===== src/rtl/csa_operand_sequencer.sv =====
// csa_operand_sequencer
// Front-end and sequencer for an 8-bit carry-skip adder slice. Two NBYTES-wide
// operands arrive as a byte stream (A bytes then B bytes, LSB first). The block
// then drives the external combinational adder one byte per cycle, chaining the
// carry through a register. Finally it streams the sum bytes out with a
// ready/valid handshake.
//
// Ports:
//   clk, rst_n           clock, synchronous active-low reset
//   in_data/in_valid     operand byte stream; in_ready high in load states
//   in_cin               whole-addition carry-in, sampled with A byte 0
//   add_a/add_b/add_cin  registered operands to the external adder
//   add_sum/add_cout     combinational result from the external adder
//   out_data/out_valid   sum byte stream, LSB first; out_ready from downstream
//   out_last/out_cout    final-byte marker and final carry (valid with out_last)
//   busy                 low only when idle in LOAD_A with nothing loaded
module csa_operand_sequencer #(
  parameter int NBYTES = 4,
  parameter int CW     = 3
) (
  input  logic       clk,
  input  logic       rst_n,
  input  logic [7:0] in_data,
  input  logic       in_valid,
  output logic       in_ready,
  input  logic       in_cin,
  output logic [7:0] add_a,
  output logic [7:0] add_b,
  output logic       add_cin,
  input  logic [7:0] add_sum,
  input  logic       add_cout,
  output logic [7:0] out_data,
  output logic       out_valid,
  input  logic       out_ready,
  output logic       out_last,
  output logic       out_cout,
  output logic       busy
);

  typedef enum logic [1:0] {LOAD_A, LOAD_B, ADD, DRAIN} state_e;

  // Buffers span the full index range so every idx value selects a real entry;
  // entries at or above NBYTES are never written and stay zero.
  localparam int              DEPTH = 2 ** CW;
  localparam logic [CW-1:0]   LAST  = CW'(NBYTES - 1);

  state_e        state_q, state_d;
  logic [CW-1:0] idx_q, idx_d;
  logic [CW-1:0] idx_nxt;
  logic          carry_q, carry_d;
  logic [7:0]    a_q [DEPTH];
  logic [7:0]    a_d [DEPTH];
  logic [7:0]    b_q [DEPTH];
  logic [7:0]    b_d [DEPTH];
  logic [7:0]    s_q [DEPTH];
  logic [7:0]    s_d [DEPTH];
  logic [7:0]    add_a_q, add_a_d;
  logic [7:0]    add_b_q, add_b_d;
  logic          add_cin_q, add_cin_d;
  logic          idx_last;

  assign idx_nxt  = idx_q + CW'(1);
  assign idx_last = (idx_q == LAST);

  always_comb begin
    state_d   = state_q;
    idx_d     = idx_q;
    carry_d   = carry_q;
    a_d       = a_q;
    b_d       = b_q;
    s_d       = s_q;
    add_a_d   = add_a_q;
    add_b_d   = add_b_q;
    add_cin_d = add_cin_q;

    case (state_q)
      LOAD_A: begin
        if (in_valid) begin
          a_d[idx_q] = in_data;
          if (idx_q == '0) carry_d = in_cin;
          if (idx_last) begin
            idx_d   = '0;
            state_d = LOAD_B;
          end else begin
            idx_d = idx_nxt;
          end
        end
      end
      LOAD_B: begin
        if (in_valid) begin
          b_d[idx_q] = in_data;
          if (idx_last) begin
            idx_d     = '0;
            state_d   = ADD;
            // Preload byte 0 so the adder operands come straight from flops
            // in the first ADD cycle. With a single byte, B[0] is the byte
            // being written right now.
            add_a_d   = a_q[0];
            add_b_d   = (idx_q == '0) ? in_data : b_q[0];
            add_cin_d = carry_q;
          end else begin
            idx_d = idx_nxt;
          end
        end
      end
      ADD: begin
        s_d[idx_q] = add_sum;
        carry_d    = add_cout;
        if (idx_last) begin
          idx_d   = '0;
          state_d = DRAIN;
        end else begin
          idx_d     = idx_nxt;
          add_a_d   = a_q[idx_nxt];
          add_b_d   = b_q[idx_nxt];
          add_cin_d = add_cout;
        end
      end
      DRAIN: begin
        if (out_ready) begin
          if (idx_last) begin
            idx_d   = '0;
            state_d = LOAD_A;
          end else begin
            idx_d = idx_nxt;
          end
        end
      end
      default: begin
        state_d = LOAD_A;
        idx_d   = '0;
      end
    endcase
  end

  always_ff @(posedge clk) begin
    if (!rst_n) begin
      state_q   <= LOAD_A;
      idx_q     <= '0;
      carry_q   <= 1'b0;
      a_q       <= '{default: '0};
      b_q       <= '{default: '0};
      s_q       <= '{default: '0};
      add_a_q   <= '0;
      add_b_q   <= '0;
      add_cin_q <= 1'b0;
    end else begin
      state_q   <= state_d;
      idx_q     <= idx_d;
      carry_q   <= carry_d;
      a_q       <= a_d;
      b_q       <= b_d;
      s_q       <= s_d;
      add_a_q   <= add_a_d;
      add_b_q   <= add_b_d;
      add_cin_q <= add_cin_d;
    end
  end

  assign in_ready  = (state_q == LOAD_A) || (state_q == LOAD_B);
  assign out_valid = (state_q == DRAIN);
  assign out_data  = s_q[idx_q];
  assign out_last  = out_valid && idx_last;
  assign out_cout  = out_last && carry_q;
  assign add_a     = add_a_q;
  assign add_b     = add_b_q;
  assign add_cin   = add_cin_q;
  assign busy      = !((state_q == LOAD_A) && (idx_q == '0));

endmodule


===== config.mk =====
export PLATFORM = sky130hd
export DESIGN_NAME = csa_operand_sequencer
export DESIGN_NICKNAME = d
export VERILOG_FILES = /design/src/rtl/csa_operand_sequencer.sv
export SDC_FILE = /design/constraint.sdc
export NUM_CORES = 1
export LEC_CHECK = 0
export CAP_MARGIN = 25
export CORE_ASPECT_RATIO = 1.1
export CORE_UTILIZATION = 40
export CTS_BUF_LIST = sky130_fd_sc_hd__clkbuf_8 sky130_fd_sc_hd__clkbuf_16
export DETAILED_ROUTE_END_ITERATION = 7
export GPL_ROUTABILITY_DRIVEN = 0
export PLACE_DENSITY = 0.6
export SLEW_MARGIN = 30
export SYNTH_ARGS = -nofsm -noshare
export SYNTH_HDL_FRONTEND = slang
export SYNTH_SLANG_ARGS = --single-unit

===== constraint.sdc =====
create_clock -name clk -period 2.88 [get_ports clk]
set_clock_uncertainty 0.2 [all_clocks]
set_input_delay 0.288 -clock clk [delete_from_list [all_inputs] [get_ports clk]]
set_output_delay 0.288 -clock clk [all_outputs]
set_load 0.01 [all_outputs]

; ---- Word-level counts from Yosys, hierarchy flattened
; Index checks and enable logic that the tools add are counted.
[totals]
reg_bits = 215
in_bits = 22
word_cells = 109
[classes]
add_sub_neg = 1
n_lt_le_gt_ge = 3
n_eq_ne = 14
muxes = 42
bitwise_logic = 2
n_reduce_logical = 17
[ops]
columns = op, n
row1 = 64-bit bitwise mux, 3
row2 = 8-bit two-way mux, 14
row3 = 8-bit binary-select mux with 3-bit select, 3
row4 = 8-bit case mux with 2 select lines, 2
row5 = 8-bit demux with 3-bit select, 1
row6 = 2-bit two-way mux, 7
row7 = "2-bit inequality test, second input constant", 7
row8 = 3-bit two-way mux, 3
row9 = 3-bit case mux with 3 select lines, 1
row10 = "4-bit >= comparator, second input constant", 2
row11 = 3-bit NOT with 4-bit output, 2
row12 = 2-bit case mux with 4 select lines, 1
row13 = 7-bit AND reduction, 1
row14 = "2-bit by 1-bit inequality test with 1-bit output, second input constant", 3
row15 = 2-bit AND reduction, 3
row16 = 1-bit two-way mux, 5
row17 = "2-bit equality test, second input constant", 2
row18 = 1-bit logical AND, 4
row19 = "4-bit by 1-bit < comparator with 1-bit output, second input constant", 1
row20 = 1-bit case mux with 2 select lines, 2
row21 = 4-bit AND reduction, 1
row22 = 2-bit nonzero test, 2
row23 = "3-bit by 1-bit adder with 3-bit output, second input constant", 1
row24 = "3-bit by 2-bit equality test with 1-bit output, second input constant", 1
row25 = 7 further kinds, 7

; ---- Logic depth before layout (Yosys ltp)
; Gate-level depths: netlist (run 1).
[depth]
word_depth = 7
ltp_mapped = 11

; ---- Least setup slack after synthesis (run 1)
; OpenSTA, ideal clock, no wires.
[synth_path]
path_kind = reg-to-reg
startpoint = register idx_q[1]
endpoint = register idx_q[1]
setup_time_ns = 0.076
t_arrival_ns = 2.202
required_ns = 2.604
setup_slack_ns = 0.402
stages_incl_launch_ff = 11
n_path_buf = 6
cell_sequence = dfxtp_1 -> buf_6 -> buf_4 -> buf_4 -> buf_2 -> inv_1 -> ha_1 -> buf_6 -> buf_8 -> or3b_2 -> a21boi_0
[synth_between]
elab_chain_cells = 4
elab_cells_between_ends = 6
classes_between = add/sub (1) / eq/ne (1) / mux (4)
[synth_lines]
columns = element, line
row1 = from (decl), 48  ; logic [CW-1:0] idx_q, idx_d;
row2 = from (signal assigned), 149  ; idx_q <= idx_d;
row3 = 3-bit by 1-bit adder with 3-bit output / 3-bit by 2-bit equality test with 1-bit output (equally long branches), "62, 63"
row4 = 3-bit two-way mux (*), --
row5 = 3-bit two-way mux (on tied branches), "120, 78"
row6 = 3-bit case mux with 3 select lines (*), 76  ; case (state_q)
; Mark *: on every way between the ends. The rest lies on a longest branch, timed or not. The select of a mux whose other input is x is not followed.
; A chain may end at the register's enable or synchronous reset.

; ---- Worst setup path after layout (run 1)
[layout_path]
startpoint = register idx_q[2]
endpoint = output out_data[2]
[layout_between]
elab_chain_cells = 4
[layout_lines]
columns = element, line
row1 = 3-bit NOT with 4-bit output (not written as such), 162  ; assign out_data = s_q[idx_q];
row2 = 8-bit binary-select mux with 3-bit select, 162
row3 = 8-bit two-way mux (not written as such) (2 in series), 162
row4 = to (decl), 32  ; output logic [7:0] out_data,
; No other way between the ends. The select of a mux whose other input is x is not followed.

==> summary.md, run 1 <==
| Metric | Value |
|---|---|
| Status | completed |
| Leading area contributor after synthesis | dfxtp_1 |
| Minimum clock period after layout | 2.73 ns |
| Cell Rows | 60 |
| Final hold violation count | 0 |
| Post-Synthesis Cell Area | 0.0102 mm² |
| Clk sinks | 215 |
| Critical path arrival | 2.24 ns |
| Vias in the first global route | 7893 |
| Clock root buffer | clkbuf_16 |
| Worst Setup Start Kind | register |
| Min-Delay Path Class | reg -> reg |
| Async SR Flop Fraction | 0% |
| CTS tree | yes |
| DR pass1 iterations | 7 |
| Die Area | 0.0262 mm² |
| Crit path required time | 2.39 ns |
| Synthesized flop and latch total | 215 |
| Global-route wire length before repair | 44900 µm |
| Worst Hold Launch | s_q[2] |
| Pwr/cell area | 555 mW/mm² |
| Largest net degree at the start of global routing | 108 |
| Initial Utilization | 41.2% |
| Final net count | 1187 |
| WL per Instance | 19.1 µm |
| Vias | 8160 |
| Crit-path cells | buf_4, and2b_1, o2bb2ai_1, nand2_1, o211ai_1, clkdlybuf4s50_1 |
| Crit-path slowest cell | clkdlybuf4s50_1 |
| Top FF cell, synth | dfxtp_1 |
| CP peak stage delay | 0.57 ns |
| Peak supply drop | 0.368 mV |
| Unrepaired setup endpoints after global routing | false |
| Clk buf depth | 3 |
| Skew-Pair Late Insertion Delay | 0.51 ns |
| GRT overflow | 0 |
| Core box area | 0.0248 mm² |
| Max Clk Rate | 0.366 GHz |
| Hold slack | 0.254 ns |
| Area growth from synthesis to layout | 15.2% |
| Synthesized area per cell | 8.99 µm² |
| Pleak | 0.00416 µW |
| Setup_tns | 0 ns |
| Cell count after synthesis | 1136 |
| Slew Viols, Final | 0 |
| Yosys warnings | 0 |
| Register area share after synthesis | 42.2% |
| Die H | 170 µm |
| Post-route DRC | 0 |
| Final setup violation count | 0 |
| Port bufs | 51 |
| Hold Path End | s_q[2] |
| Kind of critical path | reg -> out |
| CP Launch Point | idx_q[2] |
| R2R setup slack | 0.49 ns |
| CTS Buf Count | 23 |
| Critical Path Sink Type | output pin |
| Rel. slew slack | 44.5% |
| Post-DRT Antenna Nets | 0 |
| Syn nets | 1168 |
| Die Width | 154 µm |
| Post-synth EDFFs | 0 |
| DRT iter0 DRCs | 624 |
| Part of the cycle the worst path needs | 94.9% |
| Final HPWL DP | 18400 µm |
| CP max FO | 15 |
| DR vias/cell | 5.51 |
| Reg clk slew, reported paths | 0.06 ns |
| Max-cap violations | 0 |
| Initial antenna violation count | 0 |
| R2r worst-path depth | 6 |
| Layout cell share with drive strength beyond 1 | 12.0% |
| Hold path cells | 2 |
| Dominant cells by area after synthesis | dfxtp_1 (42%), nand2_1 (9.2%), mux2i_1 (6.0%) |
| Unique masters post-synth | 56 |
| Share of the synthesized area in the top cell type | 42.2% |
| N_diodes | 0 |
| Ports | 52 |
| Post-Route WL | 28300 µm |
| RR Endpoint | s_q[21] |
| GRT Total Usage | 21.7% |
| Slew of the pin with the lowest slew margin | 0.830 ns |
| H-tree Lvls | 1 |
| Reg2Reg Launch Point | state_q[0] |
==> worst max path at each step <==
| stage | to | depth (start not counted) |
|---|---|---|
| final | out_data[2] | 6 |
| after global routing | out_data[3] | 6 |
| after CTS | out_data[6] | 6 |
| after detailed placement | out_data[6] | 6 |
| after global placement | out_data[0] | 5 |
| after floorplan | idx_q[1] | 10 |
==> cell type report <==
type	instances	area [µm²]
multi-input cells	811	5350
inverters	8	31.3
clock buffers	29	658
flip-flops and latches	215	4310
well taps	310	388
repair buffers	96	941
fillers	2346	13000
clock inverters	12	83.8
==> cells by family (layout without fill, tap and decap cells) <==
group,Yosys count,count (layout),share of synthesized area [%]
AND/OR/NAND/NOR,375,375,16.6
AO/OA/AOI/OAI,322,322,19.3
flip-flops,215,215,42.2
buffers and inverters,110,145,5.64
multiplexers,104,104,15.1
adder cells (fa/ha/maj),10,10,1.23
==> metal layers <==
| metal | vias to the layer above | GRT usage [%] | share of wire (%) |
|---|---|---|---|
| met3 | 41 | 2.40 | 4.2 |
| met5 | - | 0 | 0 |
| met2 | 181 | 36.0 | 47 |
| met1 | 3936 | 30.0 | 47 |
| li1 | 4002 | - | - |
| met4 | 0 | 5.55 | 1.8 |
==> stage by stage <==
stage                     cells  utilization, %  total power, µW  instance area (µm²)  setup WS [ns]
after floorplan            1136               -             3500                10200          0.402
after global placement     1437            44.2             3660                10900          0.466
after detailed placement   1437            44.2             3660                10900          0.432
after CTS                  1480            47.3             6570                11700        0.00811
after global routing       1481            47.5             6740                11800         0.0229
final                      1481            47.5             6520                11800          0.148
==> cells in the mapped netlist (12+ instances only) <==
cell,number
a21boi_0,58
a21oi_1,103
buf_2,12
clkbuf_1,63
dfxtp_1,215
mux2i_1,61
mux4_2,26
nand2_1,250
nand3_1,16
nor2_1,36
nor2b_1,30
o21ai_0,100
==> worst max-delay path: cells and delay by family, from the launching register on <==
| family | cells | cell delay [ns] |
|---|---|---|
| buf+inv | 2 | 0.77 |
| compound gates | 2 | 0.25 |
| simple gates | 2 | 0.38 |
| flops | 1 | 0.32 |
==> sequential cells by signal, indices dropped and copies added (netlist names), 2 cells and up <==
name     flops
a_q         64
b_q         64
add_a        8
add_b        8
state_q      2
s_q         64
idx_q        3
==> power breakdown <==
part / switching, µW / internal (µW) / leakage (µW)
combinational: 333 / 241 / 0.00204
sequential: 34.3 / 3000 / 0.00173
clock: 1210 / 1700 / 0.000384
total: 1580 / 4940 / 0.00416
==> cells in the final DEF (no fill, tap or decap), types with 3 or more instances in the layout <==
master           Yosys  final
nand2_1            250    250
dfxtp_1            215    213
a21oi_1            103    103
o21ai_0            100    100
mux2i_1             61     61
a21boi_0            58     58
clkdlybuf4s50_1      0     47
nor2_1              36     36
buf_4                4     36
nor2b_1             30     28
mux4_2              26     26
clkbuf_16            0     24
nand3_1             16     16
mux4_1              10     10
inv_1                6      9
o211ai_1             9      9
a211oi_1             9      9
ha_1                10      9
clkinv_2             0      8
nand4b_1             8      8
and3b_1              8      8
a211o_1              8      8
a21boi_2             8      8
nand2b_1             7      7
mux2_2               6      6
a21boi_1             6      6
clkbuf_8             2      6
or3_1                5      5
buf_12               3      5
a22oi_1              4      4
o2bb2ai_1            3      3
and3_1               3      3
dlymetal6s2s_1       0      3
==> what timing repair did <==
action	CTS	global route
cloned	0	1
setup endpoints to repair	4	5
setup buffers	1	0
pin swaps	0	0
hold buffers	1	0
gates resized for setup	2	7
hold endpoints to repair	1	0
No activity file was read; power rests on OpenSTA's default activity.
==> inputs of run 2 (changes only) <==
- CAP_MARGIN: 25 -> default
==> results of run 2 <==
Final layout, timing and power as in run 1 (identical DEF).
==> inputs of run 3 (changes only) <==
- CORE_UTILIZATION: 40 -> 60
- PLACE_DENSITY: 0.6 -> 0.83
==> run 3 against run 2 <==
Against the previous run:
- sequential share of layout area increased by 0.55 points
- clock power decreased by 1%
- register-to-register slack got worse by 0.04 ns
- sequential cell count unchanged
- worst setup slack got worse by 0.052 ns
- cell area shrank 1.5%
- critical path type unchanged
- combinational power decreased by 2%
- worst hold slack lost 0.13 ns
- non-clock buffer count is 3 higher
- global-route usage rose by 9.0 points
- via count rose by 5.8%
- largest cell class unchanged
==> summary.md, run 3 (synthesis results as in run 1) <==
| Metric | Value |
|---|---|
| Final hold violation count | 0 (unchanged) |
| GRT Total Usage | 30.7% (+9.0 points) |
| Register Area | 0.00431 mm² (about the same) |
| Vias | 8635 (+5.8%) |
| Setup_tns | 0 ns (unchanged) |
| Part of the cycle the worst path needs | 96.7% (+1.8 points) |
| CTS tree | yes |
| H-tree Lvls | 1 (unchanged) |
| Clk sinks | 215 (unchanged) |
| Crit-path cells | buf_6, mux4_2, nand2_1, nand2_1, clkdlybuf4s50_1 |
| Reg2Reg Launch Point | idx_q[0] |
| Sw frac | 23.5% (-0.70 points) |
| Largest net degree at the start of global routing | 81 (-25%) |
| Unrepaired setup endpoints after global routing | false |
| Layout cell share with drive strength beyond 1 | 12.4% (+0.36 points) |
| Worst Hold Launch | rst_n |
| DR vias/cell | 6.29 (+14%) |
| CP peak stage delay | 0.52 ns (-0.05 ns) |
| Cell Rows | 49 (-18%) |
| Critical Path Sink Type | output pin |
| CTS Buf Count | 22 (-4.3%) |
| Post-Route WL | 26700 µm (-5.5%) |
| Buf/Inv on CP | 2 (unchanged) |
| Worst path top cell family by delay | buffers and inverters |
| Slew Viols, Final | 0 (unchanged) |
| CP Launch Point | idx_q[0] |
| Critical path arrival | 2.30 ns (+0.06 ns) |
| Metal2 WL | 12400 µm (-6.3%) |
| Reg clk slew, reported paths | 0.06 ns (about the same) |
| Post-DRT Antenna Nets | 0 (unchanged) |
| Most common cell after layout, fill and taps aside | nand2_1 |
| Initial Utilization | 61.9% (+21 points) |
| Worst Setup Start Kind | register |
| Crit path required time | 2.39 ns (about the same) |
| Final net count | 1189 (+0.17%) |
| Core box area | 0.0165 mm² (-33%) |
| Peak supply drop | 0.400 mV (+8.7%) |
| Top sig layer | met4 |
| Die Width | 126 µm (-18%) |
| Non-filler cells, final | 1373 (-7.3%) |
| FILL cells | 1190 (-49%) |
| Area growth from synthesis to layout | 13.4% |
| Sw Pwr | 1520 µW (-3.8%) |
| Vias in the first global route | 8228 (+4.2%) |
| CP max FO | 15 (unchanged) |
| Placed Cells | 1332 (-7.3%) |
| Met3 wire len | 2470 µm (+110%) |
| Pwr/cell area | 558 mW/mm² (+0.57%) |
| Sequential power share | 47.0% (+0.4 points) |
| Post-route DRC | 0 (unchanged) |
| Crit-path slowest cell | mux4_2 |
| Clock root buffer | clkbuf_16 |
| Internal power | 4940 µW (about the same) |
| DRT iter0 DRCs | 912 (+46%) |
| Die H | 139 µm (-18%) |
| Kind of critical path | reg -> out |
| Commonest cells after routing, fill and taps aside | nand2_1 (250), dfxtp_1 (212), a21oi_1 (103) |
| Minimum clock period after layout | 2.78 ns (+0.0522 ns) |
| Max Clk Rate | 0.359 GHz (-1.9%) |
| Final setup violation count | 0 (unchanged) |
| Slew of the pin with the lowest slew margin | 0.742 ns (-0.0885 ns) |
| Pleak | 0.00414 µW (-0.33%) |
| Clock group share of total power | 44.4% (-0.2 points) |
| Ports | 52 (unchanged) |
| WL per Instance | 19.5 µm (+1.9%) |
| Final HPWL DP | 17100 µm (-7.3%) |
| Skew-Pair Late Insertion Delay | 0.50 ns (about the same) |
| Max-cap violations | 0 (unchanged) |
| GRT overflow | 0 (unchanged) |
| Min-Delay Path Class | in -> reg |
| Global-route wire length before repair | 43000 µm (-4.3%) |
| Status | completed |
| DR pass1 iterations | 5 (-2) |
| N_diodes | 0 (unchanged) |
| Area of the multi-input gates | 0.00536 mm² (+0.21%) |
| Biggest regs | a_q (64), b_q (64), s_q (64) |
| Initial antenna violation count | 0 (unchanged) |
| Critical path's most frequent cell | nand2_1 |
| Clk buf depth | 3 (unchanged) |
| Routed met1 length | 11000 µm (-17%) |
| Rel. slew slack | 50.4% (+5.9 points) |
| Gate power share | 8.7% (about the same) |
| Die Area | 0.0175 mm² (-33%) |
| Port bufs | 51 (unchanged) |
==> run 3: cell count changes in the layout (fill, tap and decap cells not counted), moves of 2 or more <==
cell | previous run | this run
buf_4 | 36 | 45
clkinv_2 | 8 | 3
buf_12 | 5 | 2
dfxtp_2 | 0 | 2
==> run 3: per-stage QoR <==
stage               power (µW)  hold WS, ns  setup WS [ns]  utilization (%)  cell area [µm²]
global placement          3630        0.239          0.392             65.4            10800
detailed placement        3630        0.246          0.383             65.4            10800
global route              6650        0.135         0.0305             70.2            11600
finish                    6460        0.121         0.0956             70.2            11600
CTS                       6450        0.102        0.00759             69.8            11500
floorplan                 3500        0.232          0.402                -            10200
==> run 3: layout make-up <==
type,instances,area share [%]
repair buffers,99,7.78
well taps,204,2.20
clock inverters,6,0.475
inverters,8,0.270
flip-flops and latches,215,37.2
clock buffers,30,5.80
multi-input cells,811,46.3
==> run 3: tightest hold or removal path: stages <==
cell     delay (ns)
buf_2          0.12
buf_4          0.23
o311a_1        0.14
==> run 3: final timing paths <==
check / end / slack (ns) / cells past startpoint
worst max-delay path: out_data[7] / 0.1 / 5
worst min-delay path: carry_q / 0.12 / 3
worst max register to register: add_b[7] / 0.45 / 7
worst min register to register: s_q[59] / 0.26 / 2
==> run 3: what timing repair did <==
| item | in CTS | in global routing |
|---|---|---|
| resized for setup | 3 | 10 |
| buffers inserted | 0 | 5 |
| hold buffers | 0 | 0 |
| setup endpoints to repair | 7 | 7 |
==> run 3: layer usage <==
layer	up-vias	global-route usage (%)
met3	67	5.36
li1	4003	-
met1	4131	41.3
met4	0	11.3
met2	434	49.5
met5	-	0
==> run 3: power by group through the flow <==
stage                     sequential (µW)  combinational (µW)  clock [µW]
after floorplan                      3090                 418           0
after global placement               3100                 527           0
after detailed placement             3100                 532           0
after CTS                            3040                 537        2880
after global routing                 3040                 592        3020
final                                3040                 560        2870
